$ cat config.mk
export PLATFORM = sky130hd
export DESIGN_NAME = sm_lane_stream
export DESIGN_NICKNAME = d
export VERILOG_FILES = /design/src/rtl/sm_lane_stream_pkg.sv /design/src/rtl/sm_lane_stream_rot.sv /design/src/rtl/sm_lane_stream.sv
export SDC_FILE = /design/constraint.sdc
export NUM_CORES = 1
export LEC_CHECK = 0
export CAP_MARGIN = 20
export CELL_PAD_IN_SITES_DETAIL_PLACEMENT = 0
export CELL_PAD_IN_SITES_GLOBAL_PLACEMENT = 1
export CORE_UTILIZATION = 40
export CTS_BUF_LIST = sky130_fd_sc_hd__clkbuf_16
export DETAILED_ROUTE_END_ITERATION = 12
export GPL_TIMING_DRIVEN = 0
export PLACE_DENSITY_LB_ADDON = 0.1
export SYNTH_ARGS = -nofsm -noshare
export SYNTH_HDL_FRONTEND = slang
export SYNTH_HIERARCHICAL = 1
export SYNTH_SLANG_ARGS = --single-unit
$ cat constraint.sdc
create_clock -name clk -period 4.7 [get_ports clk]
set_input_delay 1.175 -clock clk [delete_from_list [all_inputs] [get_ports clk]]
set_output_delay 1.175 -clock clk [all_outputs]
set_load 0.005 [all_outputs]
$ cat src/rtl/sm_lane_stream_pkg.sv
// sm_lane_stream_pkg
// Shared definitions for the lane streaming block:
//   SM_LANES / SM_LANE_W : default lane count and lane width
//   SM_MODE_PAR / SER    : encodings of the mode input
//   state_t              : control states of the output stage
package sm_lane_stream_pkg;

  localparam int   SM_LANES    = 4;
  localparam int   SM_LANE_W   = 8;

  localparam logic SM_MODE_PAR = 1'b0;
  localparam logic SM_MODE_SER = 1'b1;

  // IDLE: nothing to present; PAR: one rotated word pending;
  // SER: streaming the captured word one lane per beat
  typedef enum logic [1:0] {
    ST_IDLE = 2'd0,
    ST_PAR  = 2'd1,
    ST_SER  = 2'd2
  } state_t;

endpackage

$ cat src/rtl/sm_lane_stream_rot.sv
// sm_lane_rot
// Combinational LANES-way lane rotator.
//   sel  : rotate amount (start lane)
//   din  : input word, lane j = din[j*LANE_W +: LANE_W]
//   dout : rotated word, lane k = din lane ((k + sel) mod LANES)
module sm_lane_rot #(
  parameter int LANES  = 4,
  parameter int LANE_W = 8,
  parameter int SEL_W  = $clog2(LANES)
) (
  input  logic [SEL_W-1:0]        sel,
  input  logic [LANES*LANE_W-1:0] din,
  output logic [LANES*LANE_W-1:0] dout
);

  // Doubling the word turns the modular rotation into a plain
  // window select starting at lane sel.
  logic [2*LANES*LANE_W-1:0] dbl;

  assign dbl  = {din, din};
  assign dout = dbl[int'(sel)*LANE_W +: LANES*LANE_W];

endmodule

$ cat src/rtl/sm_lane_stream.sv
// sm_lane_stream
// Captures one LANES x LANE_W BRAM port-B word and presents it behind a
// valid/ready handshake, either as a whole rotated word (parallel mode)
// or as LANES single-lane beats starting at the selected lane (serial).
//   clk, rst       : clock, asynchronous active-low reset
//   sm_en          : enable for accepting new words
//   mode, sel, din : word attributes, sampled on accept
//   in_valid/ready : input handshake
//   out_valid/ready: output handshake
//   dout           : rotated word or single-lane beat
//   lane_idx       : source lane of dout lane 0
//   last           : final beat of the current word
module sm_lane_stream
  import sm_lane_stream_pkg::*;
#(
  parameter int LANES  = SM_LANES,
  parameter int LANE_W = SM_LANE_W,
  parameter int SEL_W  = $clog2(LANES)
) (
  input  logic                    clk,
  input  logic                    rst,
  input  logic                    sm_en,
  input  logic                    mode,
  input  logic [SEL_W-1:0]        sel,
  input  logic                    in_valid,
  output logic                    in_ready,
  input  logic [LANES*LANE_W-1:0] din,
  output logic                    out_valid,
  input  logic                    out_ready,
  output logic [LANES*LANE_W-1:0] dout,
  output logic [SEL_W-1:0]        lane_idx,
  output logic                    last
);

  localparam logic [SEL_W-1:0] LAST_BEAT = SEL_W'(LANES - 1);

  state_t                  state_q, state_d;
  logic [LANES*LANE_W-1:0] word_q, word_d;
  logic [SEL_W-1:0]        sel_q, sel_d;
  logic [SEL_W-1:0]        beat_q, beat_d;

  logic                    busy;
  logic                    lastBeat;
  logic                    accept;
  logic                    drainLast;
  logic [SEL_W-1:0]        rotAmt;
  logic [LANES*LANE_W-1:0] rotWord;

  assign busy     = (state_q != ST_IDLE);
  assign lastBeat = (state_q == ST_PAR) ||
                    ((state_q == ST_SER) && (beat_q == LAST_BEAT));

  // Gated by rst so nothing can be offered as accepted while held in reset.
  assign in_ready  = rst && sm_en && (!busy || (out_ready && lastBeat));
  assign accept    = in_valid && in_ready;
  assign drainLast = busy && out_ready && lastBeat;

  // beat_q stays 0 in parallel mode, so one adder serves both modes.
  assign rotAmt = sel_q + beat_q;

  sm_lane_rot #(
    .LANES  (LANES),
    .LANE_W (LANE_W),
    .SEL_W  (SEL_W)
  ) u_rot (
    .sel  (rotAmt),
    .din  (word_q),
    .dout (rotWord)
  );

  // State and captured word; reset clears everything so out_valid
  // drops immediately.
  always_ff @(posedge clk or negedge rst) begin
    if (!rst) begin
      state_q <= ST_IDLE;
      word_q  <= '0;
      sel_q   <= '0;
      beat_q  <= '0;
    end else begin
      state_q <= state_d;
      word_q  <= word_d;
      sel_q   <= sel_d;
      beat_q  <= beat_d;
    end
  end

  // Accept can only happen when idle or when the last beat drains this
  // cycle, so it takes priority and starts the new word at beat 0.
  always_comb begin
    state_d = state_q;
    word_d  = word_q;
    sel_d   = sel_q;
    beat_d  = beat_q;
    if (accept) begin
      state_d = (mode == SM_MODE_PAR) ? ST_PAR : ST_SER;
      word_d  = din;
      sel_d   = sel;
      beat_d  = '0;
    end else if (drainLast) begin
      state_d = ST_IDLE;
      word_d  = '0;
      sel_d   = '0;
      beat_d  = '0;
    end else if ((state_q == ST_SER) && out_ready) begin
      beat_d = beat_q + 1'b1;
    end
  end

  // Outputs depend only on registered state, so they hold still under
  // backpressure and read as zero whenever nothing is valid.
  always_comb begin
    out_valid = 1'b0;
    dout      = '0;
    lane_idx  = '0;
    last      = 1'b0;
    case (state_q)
      ST_PAR: begin
        out_valid = 1'b1;
        dout      = rotWord;
        lane_idx  = sel_q;
        last      = 1'b1;
      end
      ST_SER: begin
        out_valid = 1'b1;
        dout      = {{((LANES-1)*LANE_W){1'b0}}, rotWord[LANE_W-1:0]};
        lane_idx  = rotAmt;
        last      = lastBeat;
      end
      default: begin
        out_valid = 1'b0;
      end
    endcase
  end

endmodule

==> flow_metrics.env, run 1 <==
export IMPL_outcome="completed"
export IMPL_powerDensity_nw_per_um2=683.2
export IMPL_place_congestion=0.7826
export IMPL_yosys_warnings=6
export IMPL_postSynthAreaPerCell_um2=12.92
export IMPL_synth_cells=267
export IMPL_leakage_nw=1.928
export IMPL_max_freq_mhz=251.6
export IMPL_grt_pass1_vias=2825
export IMPL_syn_num_nets=312
export IMPL_crit_type="reg -> out"
export IMPL_cts_hold_buf=0
export IMPL_cts_made_buffers=5
export IMPL_critical_path_required_ns=3.52
export IMPL_setup_viol=0
export IMPL_die_h_um=94.87
export IMPL_num_antenna_cells=0
export IMPL_start_util_pct=41.56
export IMPL_synth_compound_area_share_pct=12.51
export IMPL_synth_distinct_cells=38
export IMPL_r2r_cells=6
export IMPL_hold_slack_ns=0.5340
export IMPL_worstSetupEndpointType="output port"
export IMPL_critical_path_arrival_ns=2.80
export IMPL_antenna_found_initial=0
export IMPL_grt_max_degree=23
export IMPL_hp_class="reg -> reg"
export IMPL_skew_ns=0.005083
export IMPL_io_buffers=75
export IMPL_max_cap_violations=0
export IMPL_cp_max_fo=10
export IMPL_place_hpwl_mm=7.445
export IMPL_ys_seq_elements=38
export IMPL_synth_xor_area_share_pct=0.7617
export IMPL_chipWidth_um=94.87
export IMPL_critical_path_top_delay_family="buffers and inverters"
export IMPL_root_buffer="clkbuf_16"
export IMPL_synth_enable_flop_cells=0
export IMPL_drive_above_1_share_pct=26.78
export IMPL_synth_mux_area_share_pct=34.46
export IMPL_clock_sinks=38
export IMPL_via_per_inst=6.217
export IMPL_cts_tree="yes"
export IMPL_drtIter0Drc=171
export IMPL_track_usage_pct=24.36
export IMPL_core_area_um2=8299
export IMPL_async_reset_ff_share_pct=100.0
export IMPL_syn2layout_area_growth_pct=31.70
export IMPL_worstMarginPinSlew_ns=0.5975
export IMPL_peakVddDrop_mv=0.2827
export IMPL_whs_path_depth=1
export IMPL_drtPass1Iterations=4
export IMPL_final_util_pct=54.74
export IMPL_insertion_delay_ns=0.28
export IMPL_drcViolationCount=0
export IMPL_syn_area_um2=3450
export IMPL_wl_per_cell_um=21.90
export IMPL_num_rows=33
export IMPL_postCtsSetupRepairBufs=0
export IMPL_period_share_pct=84.56
export IMPL_ys_seq_area_share_pct=27.57
export IMPL_start_kind="flip-flop"
export IMPL_synth_main_ff_cell="dfrtp_1"
export IMPL_clk_pin_slew_ns=0.06
export IMPL_nets=395
export IMPL_cts_htree_levels=2
export IMPL_crit_path_top_delay_cell="clkdlybuf4s50_1"
export IMPL_cts_resized=0
export IMPL_dieArea_um2=8999
export IMPL_grt_overflow=0
export IMPL_pin_count=77
export IMPL_clock_path_buffers=2
export IMPL_crit_cells=9
export IMPL_rsz0062_at_grt="no"
export IMPL_hold_violations=0
export IMPL_wirelength_mm=9.988
export IMPL_vias=2835
export IMPL_ant_nets=0
export IMPL_yosys_area_share_simple_pct=16.07
export IMPL_crit_chain="ha_1 -> xnor2_1 -> xnor2_1 -> buf_6 -> buf_6 -> buf_4 -> mux4_2 -> and2_1 -> clkdlybuf4s50_1"
export IMPL_synth_top_family_by_area="multiplexers"
export IMPL_relSlewSlack_pct=60.17
export IMPL_finalPower_mw=3.104
export IMPL_fin_crit_ns=3.975
export IMPL_crit_buf_inv=4
export IMPL_slew_violations=0
export IMPL_grt_pass1_wl_mm=16.13
export IMPL_critical_path_max_stage_delay_ns=0.46
export IMPL_synthAdderAreaFrac_pct=1.814
==> power by group <==
part / total [mW] / switching [mW] / internal (mW)
Clock: 0.448 / 0.145 / 0.303
Sequential: 0.654 / 0.200 / 0.454
Combinational: 2.00 / 0.835 / 1.17
Total: 3.10 / 1.18 / 1.92
==> cells in the final DEF, fill, tap and decap left out, types with 3 or more instances in the layout <==
cell	instances
dfrtp_1	38
mux4_2	31
a32o_1	3
buf_6	7
and4_1	31
clkbuf_1	14
inv_1	4
clkdlybuf4s50_1	74
clkbuf_16	5
mux2_4	28
and2_1	32
buf_2	7
ha_1	5
mux2_2	3
a221o_1	31
==> area by class of cell <==
type | instances | area (um^2)
fillers | 747 | 3756
clock buffers | 5 | 125.1
multi-input cells | 193 | 2263
repair buffers | 76 | 773.2
well taps | 105 | 131.4
inverters | 4 | 15.01
clock inverters | 3 | 63.81
plain buffers | 32 | 220.2
flip-flops and latches | 38 | 950.9
==> path summary, 6_finish.rpt <==
path	start	endpoint	slack, ns
min in group asynchronous	rst	word_q[24]$_DFFE_PN0P_	0.88
setup / recovery	beat_q[0]$_DFFE_PN0P_	dout[2]	0.73
hold reg to reg	sel_q[0]$_DFFE_PN0P_	sel_q[0]$_DFFE_PN0P_	0.53
hold / removal	sel_q[0]$_DFFE_PN0P_	sel_q[0]$_DFFE_PN0P_	0.53
max in group asynchronous	rst	beat_q[1]$_DFFE_PN0P_	3.32
setup reg to reg	state_q[0]$_DFFE_PN0P_	word_q[9]$_DFFE_PN0P_	2.72
==> Yosys cell counts (3+ instances only) <==
cell type	instances	area, um^2
mux2_2	3	33.78
mux4_2	31	698.2
and4_1	31	271.5
a221o_1	31	310.3
ha_1	5	62.56
inv_1	4	15.01
buf_2	6	30.03
buf_6	7	78.83
clkbuf_1	14	52.55
a32o_1	3	30.03
and2_1	32	200.2
mux2_4	28	420.4
dfrtp_1	38	950.9
==> per-layer routing <==
metal | part of all wire (%) | track usage, %
met1 | 45 | 34.46
met2 | 48 | 39.03
met3 | 5.6 | 3.784
met4 | 1.2 | 5.934
met5 | 0 | 0
==> state kept, by name (all words and copies together), names as in the netlist <==
name and cells:
beat_q 2, sel_q 2, state_q 2, word_q 32
==> through the flow <==
| stage | instance area, um^2 | setup TNS, ns | instances | setup slack, ns |
|---|---|---|---|---|
| final | 4543 | 0 | 456 | 0.7255 |
| after CTS | 4543 | 0 | 456 | 0.7119 |
| after floorplan | 3450 | 0 | 267 | 1.662 |
| after global placement | 4332 | -0.4708 | 447 | -0.4708 |
| after detailed placement | 4354 | 0 | 448 | 0.9346 |
| after global routing | 4543 | 0 | 456 | 0.5625 |
==> logic make-up after synthesis <==
| group | after synthesis |
|---|---|
| adder cells (fa/ha/maj) | 5 |
| AO/OA/AOI/OAI | 46 |
| multiplexers | 64 |
| flip-flops | 38 |
| buffers and inverters | 36 |
| XOR/XNOR | 3 |
| AND/OR/NAND/NOR | 75 |
Power figures use the tool's default switching activity.
==> run 2, diff against run 1 <==
clock period = 3.9 ns   (was 4.7 ns; I/O delays follow)
==> run 2 against run 1 <==
  * First-iteration DRC count up 39%
  * Sequential cell count stayed put
  * Sequential power up 20%
  * Highest routed layer unchanged
==> flow_metrics.env, run 2 (synthesized netlist as in run 1, its figures left out) <==
export IMPL_outcome="completed"
export IMPL_final_util_pct=54.92
export IMPL_peakVddDrop_mv=0.3370
export IMPL_grt_max_degree=23
export IMPL_via_per_inst=6.276
export IMPL_regMostFlops="word_q"
export IMPL_drtPass1Iterations=4
export IMPL_powerDensity_nw_per_um2=826.6
export IMPL_leakage_nw=1.935
export IMPL_largest_register_ffs=32
export IMPL_grt_overflow=0
export IMPL_start_kind="flip-flop"
export IMPL_relSlewSlack_pct=59.60
export IMPL_drive_above_1_share_pct=26.99
export IMPL_crit_type="reg -> out"
export IMPL_insertion_delay_ns=0.29
export IMPL_cp_max_fo=10
export IMPL_chipWidth_um=94.87
export IMPL_critical_path_required_ns=2.92
export IMPL_vias=2868
export IMPL_setup_tns_final_ns=0
export IMPL_die_h_um=94.87
export IMPL_setup_viol=0
export IMPL_drtIter0Drc=237
export IMPL_max_freq_mhz=267.9
export IMPL_cts_htree_levels=2
export IMPL_nets=396
export IMPL_max_cap_violations=0
export IMPL_clk_pin_slew_ns=0.06
export IMPL_final_common_cell="clkdlybuf4s50_1"
export IMPL_num_antenna_cells=0
export IMPL_io_buffers=75
export IMPL_clock_path_buffers=2
export IMPL_core_area_um2=8299
export IMPL_seq_area_um2=950.9
export IMPL_cts_made_buffers=5
export IMPL_critical_path_arrival_ns=2.76
export IMPL_num_rows=33
export IMPL_ant_nets=0
export IMPL_slew_violations=0
export IMPL_syn2layout_area_growth_pct=32.14
export IMPL_root_buffer="clkbuf_16"
export IMPL_grt_pass1_vias=2825
export IMPL_final_cell_mix="clkdlybuf4s50_1, dfrtp_1, and2_1"
export IMPL_multiInputGateArea_um2=2263
export IMPL_cts_hold_buf=0
export IMPL_antenna_found_initial=0
export IMPL_place_congestion=0.7826
export IMPL_hp_class="reg -> reg"
export IMPL_fin_crit_ns=3.732
export IMPL_drcViolationCount=0
export IMPL_dieArea_um2=8999
export IMPL_clock_sinks=38
export IMPL_worstSetupEndpointType="output port"
export IMPL_skew_ns=0.005519
export IMPL_wl_per_cell_um=21.91
export IMPL_rsz0062_at_grt="no"
export IMPL_track_usage_pct=24.36
export IMPL_worstMarginPinSlew_ns=0.6061
export IMPL_wirelength_mm=10.01
export IMPL_pin_count=77
export IMPL_place_hpwl_mm=7.445
export IMPL_fill_cells=747
export IMPL_hold_slack_ns=0.5369
export IMPL_hold_violations=0
export IMPL_grt_pass1_wl_mm=16.13
export IMPL_cts_tree="yes"
export IMPL_period_share_pct=95.70
export IMPL_start_util_pct=41.56
run 2: area by class of cell:
cell class                 count  area share, %
clock inverter                 3          1.400
tap                          105          2.882
buffer                        32          4.996
multi-input combinational    193          49.66
timing repair buffer          77          17.13
inverter                       4         0.3294
sequential                    38          20.86
clock buffer                   5          2.745
run 2: per-layer routing:
layer	share of wire, %	track usage, %	up-vias	wire length, um
li1	-	-	1271	-
met1	45	34.46	1460	4468
met2	48	39.03	126	4784
met3	6.4	3.784	11	636
met4	1.2	5.934	0	123
met5	0	0	-	0
run 2: worst paths after layout:
check / startpoint / end / slack (ns) / depth (start not counted)
worst max-delay path: beat_q[0]$_DFFE_PN0P_ / dout[26] / 0.17 / 8
worst min-delay path: sel_q[0]$_DFFE_PN0P_ / sel_q[0]$_DFFE_PN0P_ / 0.54 / 1
worst max register to register: state_q[0]$_DFFE_PN0P_ / word_q[9]$_DFFE_PN0P_ / 1.92 / 6
worst min register to register: sel_q[0]$_DFFE_PN0P_ / sel_q[0]$_DFFE_PN0P_ / 0.54 / 1
max in group asynchronous: rst / beat_q[1]$_DFFE_PN0P_ / 2.72 / 2
min in group asynchronous: rst / word_q[24]$_DFFE_PN0P_ / 0.69 / 1
run 2: timing repair:
item | 4_1_cts | 5_1_grt
endpoints found under the hold margin | 0 | 0
setup buffers | 0 | 1
gates resized for setup | 0 | 2
endpoints found under the setup margin | 0 | 6
run 2: worst max-delay path: stages (launching register included):
cell	delay [ns]
dfrtp_1	0.42
ha_1	0.20
xnor2_1	0.13
xnor2_1	0.24
buf_6	0.18
buf_6	0.18
mux4_2	0.50
and2_1	0.18
clkdlybuf4s50_1	0.44
run 2: per-stage QoR:
| stage | total power, mW | instances | setup WS [ns] | area, um^2 |
|---|---|---|---|---|
| after floorplan | 2.463 | 267 | 1.062 | 3450 |
| after CTS | 3.764 | 456 | 0.1119 | 4543 |
| final | 3.768 | 457 | 0.1675 | 4558 |
| after global placement | 3.169 | 447 | -0.8708 | 4332 |
| after detailed placement | 3.218 | 448 | 0.4351 | 4354 |
| after global routing | 4.012 | 457 | 0.02518 | 4558 |
run 2: power by group:
group	internal [mW]	switching, mW
clock	0.365	0.179
combinational	1.43	1.01
sequential	0.548	0.240
total	2.34	1.43
==> run 3, diff against run 2 <==
SKIP_LAST_GASP = 1   (was unset)
clock period = 3.75 ns   (was 3.9 ns; I/O delays follow)
==> run 3 against run 2 <==
  * First-iteration DRC count down 26%
  * Sequential power is 3.9% higher
  * Final cell count fell by 0.22%
  * Routed wire length is 0.49% lower
  * Non-clock buffer count shrank 1
  * Worst hold slack got worse by 0.0044 ns
  * Via count decreased by 0.56%
  * Critical endpoint unchanged
  * Largest cell class unchanged
==> flow_metrics.env, run 3 (synthesized netlist as in run 1, its figures left out) <==
export IMPL_final_util_pct=54.79
export IMPL_drtPass1Iterations=5
export IMPL_setup_viol=0
export IMPL_grt_max_degree=23
export IMPL_fin_crit_ns=3.565
export IMPL_critical_path_required_ns=2.81
export IMPL_crit_buf_inv=2
export IMPL_clock_sinks=38
export IMPL_powerDensity_nw_per_um2=853.1
export IMPL_cts_htree_levels=2
export IMPL_crit_path_top_delay_cell="mux4_2"
export IMPL_crit_type="reg -> out"
export IMPL_rsz0062_at_grt="no"
export IMPL_num_antenna_cells=0
export IMPL_critical_path_max_stage_delay_ns=0.51
export IMPL_critical_path_arrival_ns=2.63
export IMPL_finalPower_mw=3.879
export IMPL_pin_count=77
export IMPL_relSlewSlack_pct=60.96
export IMPL_num_rows=33
export IMPL_dp_slack_ns=0.3226
export IMPL_chipWidth_um=94.87
export IMPL_leakage_nw=1.929
export IMPL_antenna_found_initial=0
export IMPL_nets=395
export IMPL_wl_per_cell_um=21.85
export IMPL_hold_slack_ns=0.5325
export IMPL_wirelength_mm=9.964
export IMPL_start_kind="flip-flop"
export IMPL_max_cap_violations=0
export IMPL_vias=2852
export IMPL_via_per_inst=6.254
export IMPL_drcViolationCount=0
export IMPL_crit_top_cell="xnor2_1"
export IMPL_whs_path_depth=1
export IMPL_clk_pin_slew_ns=0.06
export IMPL_root_buffer="clkbuf_16"
export IMPL_outcome="completed"
export IMPL_crit_cells=7
export IMPL_track_usage_pct=24.38
export IMPL_dieArea_um2=8999
export IMPL_clock_path_buffers=2
export IMPL_final_cell_mix="clkdlybuf4s50_1, dfrtp_1, and2_1"
export IMPL_r2r_cells=6
export IMPL_cts_made_buffers=5
export IMPL_postLayoutSetupSlackWorst_ns=0.1847
export IMPL_drtIter0Drc=176
export IMPL_period_share_pct=95.07
export IMPL_final_common_cell="clkdlybuf4s50_1"
export IMPL_syn2layout_area_growth_pct=31.81
export IMPL_skew_ns=0.003701
export IMPL_grt_pass1_wl_mm=16.15
export IMPL_crit_chain="ha_1 -> xnor2_1 -> xnor2_1 -> buf_6 -> mux4_2 -> and2_1 -> clkdlybuf4s50_1"
export IMPL_hold_violations=0
export IMPL_slew_violations=0
export IMPL_place_congestion=0.7826
export IMPL_max_freq_mhz=280.5
export IMPL_place_hpwl_mm=7.445
export IMPL_drive_above_1_share_pct=26.78
export IMPL_core_area_um2=8299
export IMPL_grt_pass1_vias=2830
export IMPL_cts_tree="yes"
export IMPL_peakVddDrop_mv=0.3506
export IMPL_insertion_delay_ns=0.28
export IMPL_worstSetupEndpointType="output port"
export IMPL_io_buffers=75
export IMPL_largest_register_ffs=32
export IMPL_grt_overflow=0
export IMPL_start_util_pct=41.56
export IMPL_ant_nets=0
export IMPL_critical_path_top_delay_family="buffers and inverters"
export IMPL_regMostFlops="word_q"
export IMPL_hp_class="reg -> reg"
export IMPL_cp_max_fo=14
export IMPL_die_h_um=94.87
export IMPL_worstMarginPinSlew_ns=0.5857
[run 3: cell count changes in the layout (fill, tap and decap cells not counted), sizes merged]
cell	previous run	this run
buf	21	20
[run 3: report_power, final]
part	internal (mW)	total [mW]	switching, mW
sequential	0.570	0.819	0.250
combinational	1.47	2.50	1.03
clock	0.379	0.560	0.181
[run 3: timing repair]
item / in CTS / in global routing
cloned: 0 / 0
pin swaps: 1 / 1
gates resized for setup: 0 / 2
setup buffers: 1 / 0
hold buffers: 0 / 0
setup endpoints to repair: 2 / 25
[run 3: worst register-to-register path, stage by stage (launching register included)]
cell	delay, ns
dfrtp_1	0.35
inv_1	0.08
ha_1	0.27
a21o_2	0.31
clkbuf_1	0.29
and4_1	0.29
a221o_1	0.27
[run 3: stage by stage]
step | setup TNS (ns) | instance area, um^2 | std cells
floorplan | 0 | 3450 | 267
global placement | -14.59 | 4332 | 447
detailed placement | 0 | 4354 | 448
CTS | 0 | 4551 | 457
global route | 0 | 4547 | 456
finish | 0 | 4547 | 456
[run 3: metal layers]
layer | GRT usage [%] | vias to the layer above | wire, um
li1 | - | 1269 | -
met3 | 3.784 | 11 | 648
met2 | 39.09 | 108 | 4799
met4 | 5.934 | 0 | 114
met5 | 0 | - | 0
met1 | 34.46 | 1464 | 4402
[run 3: final timing paths]
kind,from,end,slack [ns]
setup / recovery,beat_q[0]$_DFFE_PN0P_,dout[26],0.18
hold / removal,sel_q[0]$_DFFE_PN0P_,sel_q[0]$_DFFE_PN0P_,0.53
setup reg to reg,state_q[0]$_DFFE_PN0P_,word_q[9]$_DFFE_PN0P_,1.77
hold reg to reg,sel_q[0]$_DFFE_PN0P_,sel_q[0]$_DFFE_PN0P_,0.53
max in group asynchronous,rst,word_q[28]$_DFFE_PN0P_,2.61
min in group asynchronous,rst,word_q[24]$_DFFE_PN0P_,0.64
[run 3: area by class of cell]
cell class / instances / area [um^2]
flip-flops and latches: 38 / 950.9
plain buffers: 31 / 216.5
inverters: 4 / 15.01
clock inverters: 3 / 63.81
clock buffers: 5 / 125.1
well taps: 105 / 131.4
multi-input cells: 193 / 2263
repair buffers: 77 / 780.7
fillers: 747 / 3752
